File: config.mk
export PLATFORM = sky130hd
export DESIGN_NAME = icache_refill_ctrl
export DESIGN_NICKNAME = d
export VERILOG_FILES = /design/src/rtl/icache_pkg.sv /design/src/rtl/icache_perf_cnt.sv /design/src/rtl/icache_refill_ctrl.sv
export SDC_FILE = /design/constraint.sdc
export NUM_CORES = 1
export LEC_CHECK = 0
export CAP_MARGIN = 40
export CELL_PAD_IN_SITES_DETAIL_PLACEMENT = 0
export CELL_PAD_IN_SITES_GLOBAL_PLACEMENT = 1
export CORE_MARGIN = 2
export CORE_UTILIZATION = 25
export CTS_CLUSTER_DIAMETER = 200
export DETAILED_ROUTE_END_ITERATION = 7
export GPL_TIMING_DRIVEN = 0
export PLACE_DENSITY_LB_ADDON = 0.15
export SLEW_MARGIN = 40
export SYNTH_ARGS = -nofsm -noshare
export SYNTH_HDL_FRONTEND = slang
export SYNTH_SLANG_ARGS = --single-unit
File: constraint.sdc
create_clock -name clk -period 2 [get_ports clk]
set_input_delay 0.4 -clock clk [delete_from_list [all_inputs] [get_ports clk]]
set_output_delay 0.4 -clock clk [all_outputs]
set_load 0.05 [all_outputs]
File: src/rtl/icache_pkg.sv
// Shared definitions for the instruction-cache refill path and the cache arrays.
package icache_pkg;

    typedef enum logic [1:0] {
        IC_IDLE = 2'd0,
        IC_REQ  = 2'd1,
        IC_FILL = 2'd2,
        IC_DONE = 2'd3
    } ic_state_e;

    localparam int IC_WORDS_PER_LINE = 4;
    localparam int IC_DATA_W         = 32;
    localparam int IC_BEAT_W         = $clog2(IC_WORDS_PER_LINE);
    localparam int IC_OFFSET_W       = $clog2(IC_WORDS_PER_LINE * IC_DATA_W / 8);
    localparam int IC_PERF_CNT_W     = 32;

    // Byte-offset width of a line for an arbitrary geometry.
    function automatic int ic_offset_w(input int words, input int data_w);
        return $clog2(words * data_w / 8);
    endfunction

endpackage

File: src/rtl/icache_perf_cnt.sv
// Saturating miss and stall-cycle counters; only built when ICACHE_PERF_CNT_EN is defined.
`ifdef ICACHE_PERF_CNT_EN
module icache_perf_cnt
    import icache_pkg::*;
(
    input  logic                     i_clk,
    input  logic                     i_rst_n,
    input  logic                     i_miss,
    input  logic                     i_stall,
    output logic [IC_PERF_CNT_W-1:0] o_miss_cnt,
    output logic [IC_PERF_CNT_W-1:0] o_stall_cnt
);

    logic [IC_PERF_CNT_W-1:0] r_miss_cnt;
    logic [IC_PERF_CNT_W-1:0] r_stall_cnt;

    function automatic logic [IC_PERF_CNT_W-1:0] sat_inc(input logic [IC_PERF_CNT_W-1:0] v);
        return (&v) ? v : v + IC_PERF_CNT_W'(1);
    endfunction

    always_ff @(posedge i_clk) begin
        if (!i_rst_n) begin
            r_miss_cnt  <= '0;
            r_stall_cnt <= '0;
        end else begin
            if (i_miss)  r_miss_cnt  <= sat_inc(r_miss_cnt);
            if (i_stall) r_stall_cnt <= sat_inc(r_stall_cnt);
        end
    end

    assign o_miss_cnt  = r_miss_cnt;
    assign o_stall_cnt = r_stall_cnt;

endmodule
`endif

File: src/rtl/icache_refill_ctrl.sv
// I-cache miss handler: stalls fetch, reads the missing line and fills data/tag arrays.
// Optional ICACHE_PERF_CNT_EN adds miss_cnt/stall_cnt outputs.
module icache_refill_ctrl
    import icache_pkg::*;
#(
    parameter int ADDR_W         = 32,
    parameter int DATA_W         = 32,
    parameter int WORDS_PER_LINE = 4
) (
    input  logic              clk,
    input  logic              rst_n,
    input  logic [ADDR_W-1:0] fetch_pc,
    input  logic              fetch_valid,
    input  logic              hit,
    input  logic              pc_src,
    output logic              stall,
    output logic              mem_req,
    output logic [ADDR_W-1:0] mem_addr,
    input  logic              mem_ack,
    input  logic              mem_rvalid,
    input  logic [DATA_W-1:0] mem_rdata,
    output logic              fill_we,
    output logic [ADDR_W-1:0] fill_addr,
    output logic [DATA_W-1:0] fill_data,
    output logic              fill_tag_we
`ifdef ICACHE_PERF_CNT_EN
    ,
    output logic [IC_PERF_CNT_W-1:0] miss_cnt,
    output logic [IC_PERF_CNT_W-1:0] stall_cnt
`endif
);

    localparam int BEAT_W = $clog2(WORDS_PER_LINE);
    localparam int OFF_W  = ic_offset_w(WORDS_PER_LINE, DATA_W);
    localparam int WB_W   = $clog2(DATA_W / 8);
    localparam logic [ADDR_W-1:0] LINE_MASK = ~ADDR_W'((64'd1 << OFF_W) - 64'd1);
    localparam logic [BEAT_W-1:0] LAST_BEAT = BEAT_W'(WORDS_PER_LINE - 1);

    ic_state_e         r_state;
    logic [BEAT_W-1:0] r_beat;
    logic [ADDR_W-1:0] r_line_base;
    logic [ADDR_W-1:0] r_mem_addr;
    logic              r_mem_req;
    logic              w_miss;
    logic              w_beat;
    logic              w_last;

    // Wrong-path lookups (pc_src) never start a refill.
    assign w_miss = (r_state == IC_IDLE) & fetch_valid & ~hit & ~pc_src;
    assign w_beat = (r_state == IC_FILL) & mem_rvalid;
    assign w_last = w_beat & (r_beat == LAST_BEAT);

    assign stall       = w_miss | (r_state != IC_IDLE);
    assign mem_req     = r_mem_req;
    assign mem_addr    = r_mem_addr;
    assign fill_we     = w_beat;
    assign fill_addr   = w_beat ? (r_line_base | (ADDR_W'(r_beat) << WB_W)) : '0;
    assign fill_data   = w_beat ? mem_rdata : '0;
    assign fill_tag_we = w_last;

    always_ff @(posedge clk) begin
        if (!rst_n) begin
            r_state     <= IC_IDLE;
            r_beat      <= '0;
            r_line_base <= '0;
            r_mem_addr  <= '0;
            r_mem_req   <= 1'b0;
        end else begin
            case (r_state)
                IC_IDLE: begin
                    if (w_miss) begin
                        r_line_base <= fetch_pc & LINE_MASK;
                        r_mem_addr  <= fetch_pc & LINE_MASK;
                        r_mem_req   <= 1'b1;
                        r_beat      <= '0;
                        r_state     <= IC_REQ;
                    end
                end
                IC_REQ: begin
                    if (mem_ack) begin
                        r_mem_req  <= 1'b0;
                        r_mem_addr <= '0;
                        r_state    <= IC_FILL;
                    end
                end
                IC_FILL: begin
                    if (w_beat) begin
                        r_beat <= r_beat + BEAT_W'(1);
                        if (w_last) r_state <= IC_DONE;
                    end
                end
                default: r_state <= IC_IDLE;
            endcase
        end
    end

`ifdef ICACHE_PERF_CNT_EN
    icache_perf_cnt u_perf_cnt (
        .i_clk       (clk),
        .i_rst_n     (rst_n),
        .i_miss      (w_miss),
        .i_stall     (stall),
        .o_miss_cnt  (miss_cnt),
        .o_stall_cnt (stall_cnt)
    );
`endif

endmodule

==> results of run 1 <==
==> placed cells by master (no fill, tap or decap), types with 2 or more instances in the layout <==
master            n
buf_4            14
clkbuf_8         15
nor2b_1           2
nand3_1           2
buf_6            48
dfxtp_2           2
ha_4              2
nor2_1            3
clkbuf_2          5
buf_8            16
clkbuf_16         2
and3_1           41
ha_1              3
a21oi_1          29
dfxtp_1          59
clkdlybuf4s50_1  93
nand2_1          62
clkbuf_4          4
a32o_1           28
clkbuf_1         11
buf_2             6
conb_1            6
mux2i_1           2
and3_4           22
inv_1             2
clkinv_2          2
==> per-layer routing <==
layer  vias to the layer above  routed length (um)  part of all wire  GRT usage
met5                         -                   0                 0          0
met4                         0                  72            0.0072     0.0440
met3                         6                1130              0.11     0.0681
met2                       129                4760              0.47      0.280
met1                      1381                4070              0.41      0.179
li1                       1481                   -                 -          -
==> sequential cells by signal (all words and copies together) (netlist names) <==
signal / cells
mem_req: 1
r_state: 2
r_beat: 2
mem_addr: 28
r_line_base: 28
==> worst max-delay path: cells and delay by family (launching register included) <==
kind | cells | cell delay, ps
adder cells (fa/ha/maj) | 1 | 180
buffers and inverters | 4 | 520
flip-flops | 1 | 360
AND/OR/NAND/NOR | 1 | 180
==> synthesized netlist by cell type (2+ instances only) <==
cell      count
nor2_1        3
clkbuf_1     28
inv_1         3
mux2i_1       2
and3_1       63
nand2_1      62
a32o_1       28
buf_2         4
buf_4         8
nand3_1       2
dfxtp_1      61
nor2b_1       2
a21oi_1      29
ha_1          5
==> where the power goes <==
part	internal, uW	total (uW)	switching (uW)	leakage (uW)
Clock	632	1120	484	0.000101
Sequential	1320	1380	59.1	0.000495
Combinational	659	1610	953	0.00159
==> kinds of logic (layout without fill, tap and decap cells) <==
kind of cell	Yosys count	count (layout)	synth area share
multiplexers	2	2	0.00733
adder cells (fa/ha/maj)	5	5	0.0229
flip-flops	61	61	0.447
other	1	6	0.00137
buffers and inverters	44	222	0.0761
AO/OA/AOI/OAI	64	64	0.176
AND/OR/NAND/NOR	140	140	0.269
==> cell type report <==
type / count / area, sq um / share of cell area
Clock buffer: 11 / 151 / 0.0295
Inverter: 3 / 13.8 / 0.00268
Buffer: 40 / 313 / 0.0609
Tap cell: 140 / 175 / 0.0341
Sequential cell: 61 / 1220 / 0.238
Timing Repair Buffer: 164 / 1740 / 0.339
Clock inverter: 4 / 47.5 / 0.00925
Multi-Input combinational cell: 217 / 1470 / 0.286
==> worst min path at each step <==
stage                    start              end  slack (ps)  depth (start not counted)
5_1_grt         r_line_base[4]   r_line_base[4]         470                          2
6_report        r_line_base[9]   r_line_base[9]         450                          2
3_5_place_dp    r_line_base[4]   r_line_base[4]         440                          2
4_1_cts         r_line_base[4]   r_line_base[4]         450                          2
2_1_floorplan  r_line_base[10]  r_line_base[10]         430                          2
3_3_place_gp   r_line_base[14]  r_line_base[14]         440                          2
==> metrics by stage <==
stage          cells  instance area [sq um]  worst slack (ps)  setup TNS, ps
2_1_floorplan    322                   2750              58.5              0
3_3_place_gp     621                   4520             -1190         -77230
3_5_place_dp     621                   4520             -1180         -77870
4_1_cts          639                   4880             -1.29          -1.29
5_1_grt          640                   5140             -35.1           -859
6_report         640                   5140              34.8              0
==> what timing repair did <==
item                                   4_1_cts  5_1_grt
hold buffers                                 0        0
resized for setup                          468       65
buffers inserted                             4        0
setup endpoints to repair                   77       72
pin swaps                                    2        0
endpoints found under the hold margin        0        0
cloned                                       0        1
==> impl_metrics.toml, run 1 <==
[grt]
grt_overflow_total = 0
grt_usage = 0.161
grt_pass1_vias = 2916
grt_pass1_wl_mm = 14.6
antenna_found_initial = 0
grt_max_degree = 11

[synth]
synthArstFlopShare = 0
ys_seq_elements = 61
syn-cell-area_sq_um = 2730
yosys-top-cells-area = "dfxtp_1 (45%), and3_1 (14%), a32o_1 (10%)"
synth_edf_count = 0
yosysWarnings = 0
ys_types = 31
syn_avg_cell_area_sq_um = 8.61
ys.flop_type = "dfxtp_1"
syn_inst = 317
yosysTopAreaCell = "dfxtp_1"
synth.yosys.seq_area_share = 0.447
synth.top_cell.area_share = 0.447

[critical_path]
reg2regPathDepth = 8
cp_data_arrival_time_ps = 1570
crit_path_start_kind = "register"
r2r_slack_ps = 70
critPathCapture = "fill_addr[5]"
crit_path_max_fanout = 10
startpoint = "r_state[0]"
r2r-end = "mem_addr[14]"
slowest_stage = "dfxtp_2"
crit_chain = "inv_4 > ha_4 > clkbuf_16 > clkbuf_8 > and3_1 > buf_6"
timing.rr.start = "r_state[1]"
crit_required_ps = 1600
cp-end-kind = "output port"
slowest_delay_ps = 360
worstSetupPathType = "reg -> out"

[clocking]
clk_latency_ps = 330
cts_made_buffers = 9
cts_max_level = 3
cts-root-buf = "clkbuf_8"
cts_sinks = 61
clk_path_buf_depth = 2
cts_tree = "yes"
cts.clk_slew.worst_paths_ps = 70

[routing]
wl_per_cell_um = 15.7
drc = 0
via_count = 2997
drt_first_pass_iters = 5
viasPerCell = 4.68
drt_wl_total_mm = 10.0
ant_nets = 0
drtIter0Drc = 119

[final_layout]
nets = 572
syn_to_final_growth_pct = 88.3
diodes = 0
finish.utilization = 0.478
fillers = 1107
drive_gt1_frac = 0.286

[floorplanning]
rows = 38
start_util = 0.254
die_area_sq_um = 11800
core_area_sq_um = 10700
io_pins = 171
die_x_um = 109
die-height_um = 109

[sta]
fin_skew_ps = 6.57
hold_violations = 0
post-route-period-util = 0.983
maxSlewHeadroom = 0.624
min_period_ps = 1970
timing.hold.ws_ps = 451
worstMarginPinSlew_ps = 565
grt_setup_unrepaired = "true"
maxSlewViolCount = 0
finalSetupViolations = 0
max_freq_ghz = 0.509

[placement]
dpl.hpwl_mm = 7.29
place_congestion = 0.695
io_buffers = 159

[job]
cap_viol_max_count = 0

[run_status]
status = "finished clean"

[power]
power.density_nw_per_um2 = 799
vdd_ir_drop_max_mv = 0.436
total_power_uw = 4110
p_leak_uw = 0.00218

[min_path]
min_path_type = "reg -> reg"
Note: power is estimated with default switching activity, not from simulation.
==> run 2, diff against run 1 <==
ABC_AREA = 1   (was not set)
CORE_UTILIZATION = 24   (was 25)
==> impl_metrics.toml, run 2 <==
[sta]
setup_ws_ps = 54.6
worstMarginPinSlew_ps = 556
max_freq_ghz = 0.514
post-route-period-util = 0.973
hold_violations = 0
timing.hold.ws_ps = 453
maxSlewViolCount = 0
min_period_ps = 1950
grt_setup_unrepaired = "true"
finalSetupViolations = 0
fin_skew_ps = 6.56
maxSlewHeadroom = 0.628

[final_layout]
design_area_sq_um = 4960
most-common-layout-cells = "clkdlybuf4s50_1 (94), inv_1 (72), dfxtp_1 (59)"
nets = 665
drive_gt1_frac = 0.221
syn_to_final_growth_pct = 77.3
final_common_cell = "clkdlybuf4s50_1"
diodes = 0
fillers = 1214

[routing]
viasPerCell = 4.25
drt_first_pass_iters = 4
via_count = 3130
wl_per_cell_um = 13.2
drtIter0Drc = 93
ant_nets = 0
drc = 0
drt_wl_total_mm = 9.69

[clocking]
cts_tree = "yes"
hold_buffers = 0
clk_latency_ps = 320
cts_made_buffers = 9
cts.clk_slew.worst_paths_ps = 50
clk_path_buf_depth = 2
cts_sinks = 61
cts-root-buf = "clkbuf_16"
cts_max_level = 3

[synth]
synth_edf_count = 0
synth.top_cell.area_share = 0.437
yosysWarnings = 0
syn-cell-area_sq_um = 2800
syn_avg_cell_area_sq_um = 6.79
synth.yosys.seq_area_share = 0.437
yosys-top-cells-area = "dfxtp_1 (44%), a21oi_1 (10%), inv_1 (9.8%)"
ys_seq_elements = 61
synthArstFlopShare = 0
syn_inst = 412
ys.flop_type = "dfxtp_1"
ys_types = 16
synth_most_common_cell = "inv_1"
synth_commonest_cells = "inv_1 (73), nor2_1 (71), dfxtp_1 (61)"
yosysTopAreaCell = "dfxtp_1"

[run_status]
status = "finished clean"

[critical_path]
path_buf_inv = 3
critical_path.top_delay_family = "buffers and inverters"
cp-end-kind = "output port"
crit_chain = "inv_2 > ha_4 > nand2_8 > clkbuf_8 > nor2_1 > buf_6"
crit_required_ps = 1600
slowest_stage = "dfxtp_2"
timing.rr.start = "r_state[1]"
cp_data_arrival_time_ps = 1550
slowest_delay_ps = 330
crit_path_start_kind = "register"
worstSetupPathType = "reg -> out"
startpoint = "r_state[0]"
crit_path_max_fanout = 10

[grt]
grt_overflow_total = 0
grt_usage = 0.151
grt_pass1_vias = 3149
grt_max_degree = 11
antenna_found_initial = 0
grt_pass1_wl_mm = 15.2

[placement]
place_ws_ps = -989
placed_cell_area_sq_um = 4600
io_buffers = 160
place_congestion = 0.749
dpl.hpwl_mm = 7.47

[power]
total_power_uw = 4420
vdd_ir_drop_max_mv = 0.513
p_leak_uw = 0.00213
power.density_nw_per_um2 = 892

[floorplanning]
die-height_um = 112
die_area_sq_um = 12500
rows = 39
io_pins = 171
start_util = 0.245
die_x_um = 112
core_area_sq_um = 11400

[job]
cap_viol_max_count = 0

[min_path]
min_path_type = "reg -> reg"
hp-start = "r_line_base[26]"
run 2: cell types whose count changed in the layout (fill, tap and decap cells not counted), moves of 15 or more:
cell and change:
inv_1 +70, nand3_1 +29, nor2_1 +50, buf_4 +25, and3_1 -41, a32o_1 -28
o21ai_0 +27, a21oi_1 +29, nor2_2 +18, and3_4 -22, buf_8 -15, nand2_1 -16
run 2: cell families after synthesis:
family / Yosys count / share of synthesized area
AO/OA/AOI/OAI: 86 / 0.154
adder cells (fa/ha/maj): 5 / 0.0224
buffers and inverters: 106 / 0.164
flip-flops: 61 / 0.437
other: 1 / 0.00134
AND/OR/NAND/NOR: 153 / 0.222
run 2: final timing paths:
| path | endpoint | slack, ps | depth (start not counted) |
|---|---|---|---|
| worst max register to register | r_line_base[20] | 220 | 8 |
| worst min-delay path | r_line_base[26] | 450 | 2 |
| worst min register to register | r_line_base[26] | 450 | 2 |
| worst max-delay path | fill_addr[7] | 50 | 6 |
run 2: worst min-delay path: stages, from the launching register on:
cell and delay (ps):
dfxtp_1 290, inv_1 60, a21oi_1 50
run 2: through the flow:
step                std cells  TNS, ps   util
finish                    736        0  0.434
global route              736    -50.0  0.434
CTS                       735        0  0.421
detailed placement        720   -56920  0.402
global placement          720   -56810  0.402
floorplan                 417    -2900      -
run 2: final cells by class:
class	instances	area (sq um)	share of cell area
repair buffers	161	1570	0.317
flip-flops and latches	61	1220	0.247
multi-input cells	250	1210	0.245
inverters	73	274	0.0553
clock buffers	11	243	0.0490
plain buffers	33	228	0.0459
well taps	143	179	0.0361
clock inverters	4	25.0	0.00505
run 2: per-layer routing:
layer,track usage,routed length (um),vias to the layer above,part of all wire
li1,-,-,1610,-
met1,0.182,4190,1377,0.43
met2,0.253,4480,132,0.46
met3,0.0566,902,11,0.093
met4,0.0439,126,0,0.013
met5,0,0,-,0
run 2: power breakdown:
| group | internal [uW] | leakage [uW] | total (uW) | switching, uW |
|---|---|---|---|---|
| combinational | 572 | 0.00151 | 1620 | 1050 |
| clock | 860 | 0.000127 | 1390 | 532 |
| sequential | 1350 | 0.000496 | 1410 | 57.5 |
run 2: what timing repair did:
item,in CTS,in global routing
setup buffers,0,1
resized for setup,409,52
pin swaps,0,1
setup endpoints to repair,65,64
